==> src/rtl/uart_pkg.sv <==
// Shared definitions for the memory-mapped UART transmitter.
package uart_pkg;

   // Bits per character on the serial line (8N1 framing).
   localparam int DATA_BITS = 8;

   // CPU store address that the UART write strobe decodes; shared with the CPU.
   localparam logic [31:0] UART_TX_ADDR = 32'h1000_0000;

   // Transmitter FSM states.
   typedef enum logic [1:0] {
      IDLE  = 2'd0,
      START = 2'd1,
      DATA  = 2'd2,
      STOP  = 2'd3
   } tx_state_t;

endpackage

==> src/rtl/uart_fifo.sv <==
// Single-clock byte FIFO with an explicit occupancy counter.
// A push into a full FIFO is accepted only when a pop happens on the same edge.
module uart_fifo #(
   parameter int FIFO_DEPTH = 8,
   parameter int CNT_W      = $clog2(FIFO_DEPTH) + 1
) (
   input  logic             clk,
   input  logic             rst,
   input  logic             push,
   input  logic [7:0]       din,
   input  logic             pop,
   output logic [7:0]       dout,
   output logic             empty,
   output logic             full,
   output logic [CNT_W-1:0] count
);

   localparam int PTR_W = $clog2(FIFO_DEPTH);
   localparam logic [CNT_W-1:0] CNT_FULL = CNT_W'(FIFO_DEPTH);

   logic [7:0]       mem_q [FIFO_DEPTH];
   logic [7:0]       mem_d [FIFO_DEPTH];
   logic [PTR_W-1:0] wr_ptr_q, wr_ptr_d;
   logic [PTR_W-1:0] rd_ptr_q, rd_ptr_d;
   logic [CNT_W-1:0] count_q, count_d;
   logic             do_push;
   logic             do_pop;

   assign empty = (count_q == '0);
   assign full  = (count_q == CNT_FULL);
   assign count = count_q;
   assign dout  = mem_q[rd_ptr_q];

   // Qualify push/pop and compute next pointers, count and storage contents.
   always_comb begin
      do_pop   = pop && !empty;
      do_push  = push && (!full || do_pop);
      wr_ptr_d = wr_ptr_q;
      rd_ptr_d = rd_ptr_q;
      count_d  = count_q;
      mem_d    = mem_q;
      if (do_push) begin
         mem_d[wr_ptr_q] = din;
         wr_ptr_d        = wr_ptr_q + 1'b1;
      end
      if (do_pop) begin
         rd_ptr_d = rd_ptr_q + 1'b1;
      end
      if (do_push && !do_pop) begin
         count_d = count_q + 1'b1;
      end else if (do_pop && !do_push) begin
         count_d = count_q - 1'b1;
      end
   end

   // Pointer and occupancy registers; reset discards all queued bytes.
   always_ff @(posedge clk or posedge rst) begin
      if (rst) begin
         wr_ptr_q <= '0;
         rd_ptr_q <= '0;
         count_q  <= '0;
      end else begin
         wr_ptr_q <= wr_ptr_d;
         rd_ptr_q <= rd_ptr_d;
         count_q  <= count_d;
      end
   end

   // Byte storage; contents are only meaningful between the pointers, so no reset.
   always_ff @(posedge clk) begin
      mem_q <= mem_d;
   end

endmodule

==> src/rtl/uart_tx_mmio.sv <==
// CPU memory-mapped UART transmitter: queues the low byte of each store
// and serialises it as 8N1 at CLK_DIV clocks per bit.
module uart_tx_mmio
   import uart_pkg::*;
#(
   parameter int CLK_DIV    = 16,
   parameter int FIFO_DEPTH = 8,
   parameter int CNT_W      = $clog2(FIFO_DEPTH) + 1
) (
   input  logic             clk,
   input  logic             rst,
   input  logic             wr_en,
   input  logic [31:0]      wr_data,
   input  logic             clr_overflow,
   output logic             tx,
   output logic             busy,
   output logic             fifo_empty,
   output logic             fifo_full,
   output logic [CNT_W-1:0] fifo_count,
   output logic             overflow
);

   localparam int BAUD_W = (CLK_DIV > 2) ? $clog2(CLK_DIV) : 1;
   localparam logic [BAUD_W-1:0] BAUD_LAST = BAUD_W'(CLK_DIV - 1);
   localparam logic [2:0]        BIT_LAST  = 3'(DATA_BITS - 1);

   tx_state_t              state_q, state_d;
   logic [BAUD_W-1:0]      baud_q, baud_d;
   logic [2:0]             bit_q, bit_d;
   logic [DATA_BITS-1:0]   shift_q, shift_d;
   logic                   tx_q, tx_d;
   logic                   overflow_q, overflow_d;
   logic                   pop;
   logic                   drop;
   logic [7:0]             head;
   logic                   unused_wr_hi;

   // Only the low byte of the store is transmitted.
   assign unused_wr_hi = ^wr_data[31:8];

   uart_fifo #(
      .FIFO_DEPTH (FIFO_DEPTH),
      .CNT_W      (CNT_W)
   ) u_fifo (
      .clk   (clk),
      .rst   (rst),
      .push  (wr_en),
      .din   (wr_data[7:0]),
      .pop   (pop),
      .dout  (head),
      .empty (fifo_empty),
      .full  (fifo_full),
      .count (fifo_count)
   );

   assign tx       = tx_q;
   assign busy     = (state_q != IDLE);
   assign overflow = overflow_q;

   // Framing FSM: next state, baud/bit counters, shift register, next tx level and FIFO pop.
   always_comb begin
      state_d = state_q;
      baud_d  = baud_q;
      bit_d   = bit_q;
      shift_d = shift_q;
      tx_d    = tx_q;
      pop     = 1'b0;
      case (state_q)
         IDLE: begin
            tx_d = 1'b1;
            if (!fifo_empty) begin
               pop     = 1'b1;
               shift_d = head;
               baud_d  = '0;
               bit_d   = '0;
               tx_d    = 1'b0;
               state_d = START;
            end
         end
         START: begin
            if (baud_q == BAUD_LAST) begin
               baud_d  = '0;
               bit_d   = '0;
               tx_d    = shift_q[0];
               state_d = DATA;
            end else begin
               baud_d = baud_q + 1'b1;
            end
         end
         DATA: begin
            if (baud_q == BAUD_LAST) begin
               baud_d = '0;
               if (bit_q == BIT_LAST) begin
                  tx_d    = 1'b1;
                  state_d = STOP;
               end else begin
                  shift_d = shift_q >> 1;
                  bit_d   = bit_q + 3'd1;
                  tx_d    = shift_q[1];
               end
            end else begin
               baud_d = baud_q + 1'b1;
            end
         end
         STOP: begin
            if (baud_q == BAUD_LAST) begin
               baud_d = '0;
               if (!fifo_empty) begin
                  // Chain straight into the next frame with no idle gap.
                  pop     = 1'b1;
                  shift_d = head;
                  bit_d   = '0;
                  tx_d    = 1'b0;
                  state_d = START;
               end else begin
                  tx_d    = 1'b1;
                  state_d = IDLE;
               end
            end else begin
               baud_d = baud_q + 1'b1;
            end
         end
         default: begin
            tx_d    = 1'b1;
            state_d = IDLE;
         end
      endcase
   end

   // Sticky overflow: a dropped write sets it and wins over a same-edge clear.
   always_comb begin
      drop       = wr_en && fifo_full && !pop;
      overflow_d = overflow_q;
      if (drop) begin
         overflow_d = 1'b1;
      end else if (clr_overflow) begin
         overflow_d = 1'b0;
      end
   end

   // Control and line registers; reset forces the line high at once.
   always_ff @(posedge clk or posedge rst) begin
      if (rst) begin
         state_q    <= IDLE;
         baud_q     <= '0;
         bit_q      <= '0;
         tx_q       <= 1'b1;
         overflow_q <= 1'b0;
      end else begin
         state_q    <= state_d;
         baud_q     <= baud_d;
         bit_q      <= bit_d;
         tx_q       <= tx_d;
         overflow_q <= overflow_d;
      end
   end

   // Shift register holds only the byte in flight; it is reloaded on every pop.
   always_ff @(posedge clk) begin
      shift_q <= shift_d;
   end

endmodule

==> config.mk <==
export PLATFORM = sky130hd
export DESIGN_NAME = uart_tx_mmio
export DESIGN_NICKNAME = d
export VERILOG_FILES = /design/src/rtl/uart_pkg.sv /design/src/rtl/uart_fifo.sv /design/src/rtl/uart_tx_mmio.sv
export SDC_FILE = /design/constraint.sdc
export NUM_CORES = 1
export LEC_CHECK = 0
export BUFFER_PORTS_ARGS = -buffer_cell sky130_fd_sc_hd__buf_2
export CORE_UTILIZATION = 45
export DETAILED_ROUTE_END_ITERATION = 8
export GPL_TIMING_DRIVEN = 0
export SETUP_SLACK_MARGIN = 0.5
export SLEW_MARGIN = 0
export SYNTH_ARGS = -nofsm -noshare
export SYNTH_HDL_FRONTEND = slang
export SYNTH_SLANG_ARGS = --single-unit
==> constraint.sdc <==
create_clock -name clk -period 8.33 [get_ports clk]
set_input_delay 1.2495 -clock clk [delete_from_list [all_inputs] [get_ports clk]]
set_output_delay 1.2495 -clock clk [all_outputs]
set_load 0.03 [all_outputs]
Word level (Yosys, flattened, before mapping)
Index checks and enable logic that the tools add are counted.
{ "word_totals": {"reg_bits": 93, "input_bits": 36, "out_inout_bits": 9, "word_cells": 104} }
{ "classes": {"addsub": 6, "n_lt_le_gt_ge": 3, "n_eq_ne": 12, "mux": 40, "n_bitwise": 2, "n_reduce_logical": 24} }
{ "op_table": {"columns": ["op", "n"], "rows": [
  ["64-bit bitwise mux", 1],
  ["8-bit two-way mux", 7],
  ["8-bit binary-select mux with 3-bit select", 1],
  ["8-bit demux with 3-bit select", 1],
  ["8-bit case mux with 3 select lines", 1],
  ["4-bit two-way mux", 4],
  ["3-bit two-way mux", 5],
  ["2-bit != test, second input constant", 6],
  ["3-bit case mux with 4 select lines", 1],
  ["1-bit two-way mux", 10],
  ["2-bit two-way mux", 5],
  ["3-bit by 1-bit adder with 3-bit output, second input constant", 3],
  ["4-bit by 1-bit adder with 4-bit output, second input constant", 2],
  ["4-bit == test, second input constant", 2],
  ["4-bit >= comparator, second input constant", 2],
  ["3-bit inverter with 4-bit output", 2],
  ["2-bit case mux with 4 select lines", 1],
  ["4-bit case mux with 2 select lines", 1],
  ["4-bit AND reduction", 2],
  ["1-bit logical AND", 7],
  ["2-bit nonzero test", 3],
  ["1-bit logical NOT", 5],
  ["5-bit AND reduction", 1],
  ["2-bit == test, second input constant", 2],
  ["other kinds (12)", 12]
]} }

Longest topological paths before layout
{ "depth": {"word_depth": 11, "ltp_mapped": 13, "ltp_nobuf": 13} }

By module
A second synthesis with hierarchy kept.
{ "hier_totals": {"hier_cells": 257, "hier_area_um2": 4176.5} }
{ "modules_own_cells": {"columns": ["module", "instances", "cells_each", "area_per_inst_um2", "seq_area_each_um2"], "rows": [
  ["uart_fifo", 1, 157, 3067.9, 2172.1],
  ["uart_tx_mmio", 1, 100, 1108.6, 516.7]
]} }

Worst setup path after synthesis
OpenSTA, ideal clock, no wires.
{ "synth_path": {"path_type": "reg2reg", "start": "register u_fifo.count_q[0], in the netlist u_fifo.count[0]", "end": "register u_fifo.count_q[3], in the netlist u_fifo.count[3]", "setup_ns": 0.126, "arrival_ns": 3.872, "slack_ns": 4.332, "stages_incl_launch_ff": 12, "cell_sequence": "dfrtp_1 nor4b_1 o31ai_4 nand2_2 inv_1 ha_1 inv_1 ha_1 a21o_1 a2111oi_0 a31oi_1 a221o_1"} }
{ "synth_lines": {"columns": ["item", "line_no", "source"], "rows": [
  ["start: declaration", "uart_fifo.sv:25", "logic [CNT_W-1:0] count_q, count_d;"],
  ["start signal: assignment", "uart_fifo.sv:65", "count_q <= count_d;"],
  ["4-bit == test *", "uart_fifo.sv:30", "assign full = (count_q == CNT_FULL);"],
  ["via fifo_full", "uart_tx_mmio.sv:18", "output logic fifo_full,"],
  ["1-bit logical NOT *", "uart_fifo.sv:37", "do_push = push && (!full || do_pop);"],
  ["1-bit logical OR *", "uart_fifo.sv:37", null],
  ["1-bit logical AND *", "uart_fifo.sv:37", null],
  ["via u_fifo.do_push", "uart_fifo.sv:26", "logic do_push;"],
  ["1-bit logical NOT", "uart_fifo.sv:51", "end else if (do_pop && !do_push) begin"],
  ["1-bit logical AND", "uart_fifo.sv:51", null],
  ["2-bit nonzero test (no source line)", null, null]
]} }
Mark *: on every way through the listed nets, which the timed path passes. The rest lies on a longest branch. The select of a mux whose other input is x is not followed.
A chain may end at the register's enable or synchronous reset.

Final worst setup path
{ "layout_path": {"start": "register state_q[0]", "end": "register u_fifo.count_q[3], in the netlist u_fifo.count[3]"} }
{ "layout_via": {"elab_chain_len": 8} }
{ "layout_rtl": {"columns": ["item", "line_no", "source"], "rows": [
  ["start: declaration", "uart_tx_mmio.sv:27", "tx_state_t state_q, state_d;"],
  ["start signal: assignment", "uart_tx_mmio.sv:150", "state_q <= state_d;"],
  ["2-bit == test or 2-bit logical NOT (tied branches)", "uart_tx_mmio.sv:68", "case (state_q)"],
  ["1-bit case mux with 2 select lines *", "uart_tx_mmio.sv:68", null],
  ["1-bit logical AND *", "uart_fifo.sv:36", "do_pop = pop && !empty;"],
  ["1-bit logical OR", "uart_fifo.sv:37", null],
  ["1-bit logical AND", "uart_fifo.sv:37", null],
  ["1-bit logical NOT", "uart_fifo.sv:51", null],
  ["1-bit logical AND", "uart_fifo.sv:51", null],
  ["2-bit nonzero test (no source line)", null, null]
]} }
Every way passes the cells marked *; elsewhere a longest branch is shown, timed or not.

==> metrics.yaml <==
power:
  clkPwrFrac: 0.285
  ir_worst_vdd_mv: 0.111
  p_leak_uw: 0.00169
  sequentialPowerShare: 0.537
  power.density_nw_per_um2: 245
  power.net_switching_uw: 336
  power.internal_uw: 790
  sw_frac_of_total: 0.299
  p_comb_frac: 0.179
yosys:
  synthFlopType: "edfxtp_1"
  synth.area.top_cells: "edfxtp_1, dfrtp_1, mux4_1"
  syn_avg_cell_area_um2: 16.6
  synthCells: 249
  ys_ff_latch: 93
  yosysMostFrequentCell: "edfxtp_1"
  synth_top_area_share: 0.523
  synthesis.area_um2: 4130
  synth_top_cell_by_area: "edfxtp_1"
  postSynth.asyncResetShare: 0.226
  ys_seq_area_frac: 0.651
  synth_edf_count: 72
  synth_nets: 300
  synthTopCellsByCount: "edfxtp_1, dfrtp_1, ha_1, nor2_1, mux4_1"
  ys_types: 48
  yosys_warnings: 0
grt:
  grt_overflow: 0
  antenna_found_initial: 0
  track_usage: 0.165
  grt_max_degree: 22
  grt_pass1_wl_um: 11800
  grt_pass1_vias: 2258
cells_and_area:
  fill_cells: 708
  post-route-util: 0.522
  diodes: 0
  drive_above_1_share: 0.221
  nets: 331
  multi_input_area_um2: 1340
  seq_area_um2: 2690
  syn_to_final_growth_pct: 11.2
routing:
  drc: 2
  first_pass_iters: 6
  vias: 2170
  dr.first_iter.drc_count: 85
  ant_nets: 0
  routedWlPerCell_um: 18.2
  vias_per_cell: 5.52
  drt-total-wl_um: 7150
min_path:
  worstHoldPathCells: 2
  min_from: "tx"
  hold_path_class: "register to register"
timing:
  finalCritPeriodShare: 0.403
  rsz0062_at_grt: "no"
  relSlewSlack: 0.342
  whs_ps: 510
  hold_viol_final: 0
  layout_min_cycle_time_ps: 3360
  fmax_ghz: 0.298
  finalSetupViolations: 0
  tightest_slew_ps: 983
  fin_worst_skew_ps: 11.7
  finalMaxSlewViolations: 0
  setup_tns_ps: 0
worst_setup_path:
  ff2ff_path_depth: 11
  timing.reg2reg.setup_slack_ps: 4970
  cp_max_fo: 6
  crit_path_start_kind: "register"
  crit_path_end: "u_fifo.count[3]"
  critPathRequiredTime_ps: 8580
  cp.arrival_ps: 3610
  r2r_start: "state_q[0]"
  critical_path_class: "register to register"
  r2r-end: "u_fifo.count[3]"
  crit_path_end_kind: "register"
  cp-startpoint: "state_q[0]"
placed_design:
  port_buffers: 20
  hpwl_um: 4710
  place_congestion: 0.755
floorplan:
  die_area_um2: 9570
  die_h_um: 97.8
  start_util: 0.469
  fp.coreArea_um2: 8810
  fp.dieW_um: 97.8
  num_io_pins: 45
  core.rowCount: 34
clocking:
  cts_tree: "yes"
  ctsResizeCount: 0
  ctsHtreeMaxLevel: 3
  cts-root-buf: "clkbuf_8"
  cts_hold_buffers: 0
  path_clk_slew_ps: 100
  cts.sinks: 93
  clk_path_buf_depth: 2
  insertion_delay_ps: 360
  cts_inserted_buffers: 9
  post-cts-setup-buffers: 0
run_status:
  violations: "DRC"
  status: "finished, violations left"
run:
  max_cap_violations: 0
[final cells by class]
class                      count  share of cell area
buffer                         9              0.0153
clock buffer                   9              0.0270
clock inverter                 7              0.0202
inverter                      11              0.0101
multi-input combinational    136               0.291
sequential                    93               0.585
tap                          108              0.0294
timing repair buffer          20              0.0218
[layout by cell type (no fill, tap or decap), types with 5 or more instances in the layout]
master    synthesis  final
o21ai_0           7      7
clkbuf_8          0      9
edfxtp_1         72     72
mux4_2            5      5
mux4_1           11     11
ha_1             14     14
nand2_1          10     10
a21oi_1           6      6
dfrtp_1          20     20
nor2_1           14     14
a22o_1           10     10
inv_1            10     10
mux2_2           10     10
xnor2_1           5      5
buf_2             1     21
nand3_1           6      6
[registers in the layout, summed over array words and instances (netlist names)]
signal	cells
u_fifo.count	4
tx	1
shift_q	8
baud_q	4
bit_q	3
u_fifo.mem_q	64
overflow	1
u_fifo.rd_ptr_q	3
state_q	2
u_fifo.wr_ptr_q	3
[critical path: stages (launching register included)]
cell,delay [ps]
dfrtp_1,450
inv_1,110
ha_1,410
nor3_1,520
inv_1,100
ha_1,240
inv_1,160
ha_1,260
a21o_1,210
a2111oi_0,400
a31oi_1,80
a221o_1,330
[kinds of logic after synthesis]
kind of cell,count (synthesis),share of synthesized area
DFF,93,0.651
and+or+nand+nor,46,0.0542
AOI/OAI and AO/OA,40,0.0748
muxes,29,0.132
buffers and inverters,20,0.0282
adders and majority gates,15,0.0472
xor gates and xnor gates,6,0.0127
[power groups by stage]
stage	Combinational (uW)	Clock [uW]	Sequential, uW
after floorplan	126	0	627
after global placement	201	0	611
after detailed placement	205	0	615
after CTS	206	325	605
after global routing	224	343	613
final	201	320	604
[how the worst min path moves through the flow]
stage / endpoint / slack (ps)
after floorplan: baud_q[3] / 470
after global placement: baud_q[3] / 490
after detailed placement: tx / 490
after CTS: tx / 510
after global routing: baud_q[3] / 550
final: tx / 510
[routing by layer]
layer / GRT usage / up-vias / wire length [um]
met5: 0 / - / 0
li1: - / 1050 / -
met1: 0.224 / 1098 / 3460
met4: 0.0629 / 0 / 76
met2: 0.272 / 17 / 3490
met3: 0.0265 / 5 / 127
[metrics by stage]
step	instances	cell area (um2)	setup WS (ps)	total power, uW
finish	393	4590	4970	1130
global route	393	4590	4680	1180
CTS	393	4590	4930	1140
detailed placement	377	4380	4940	820
global placement	377	4370	4990	812
floorplan	249	4130	4330	753
Note: power is estimated with default switching activity, not from simulation.
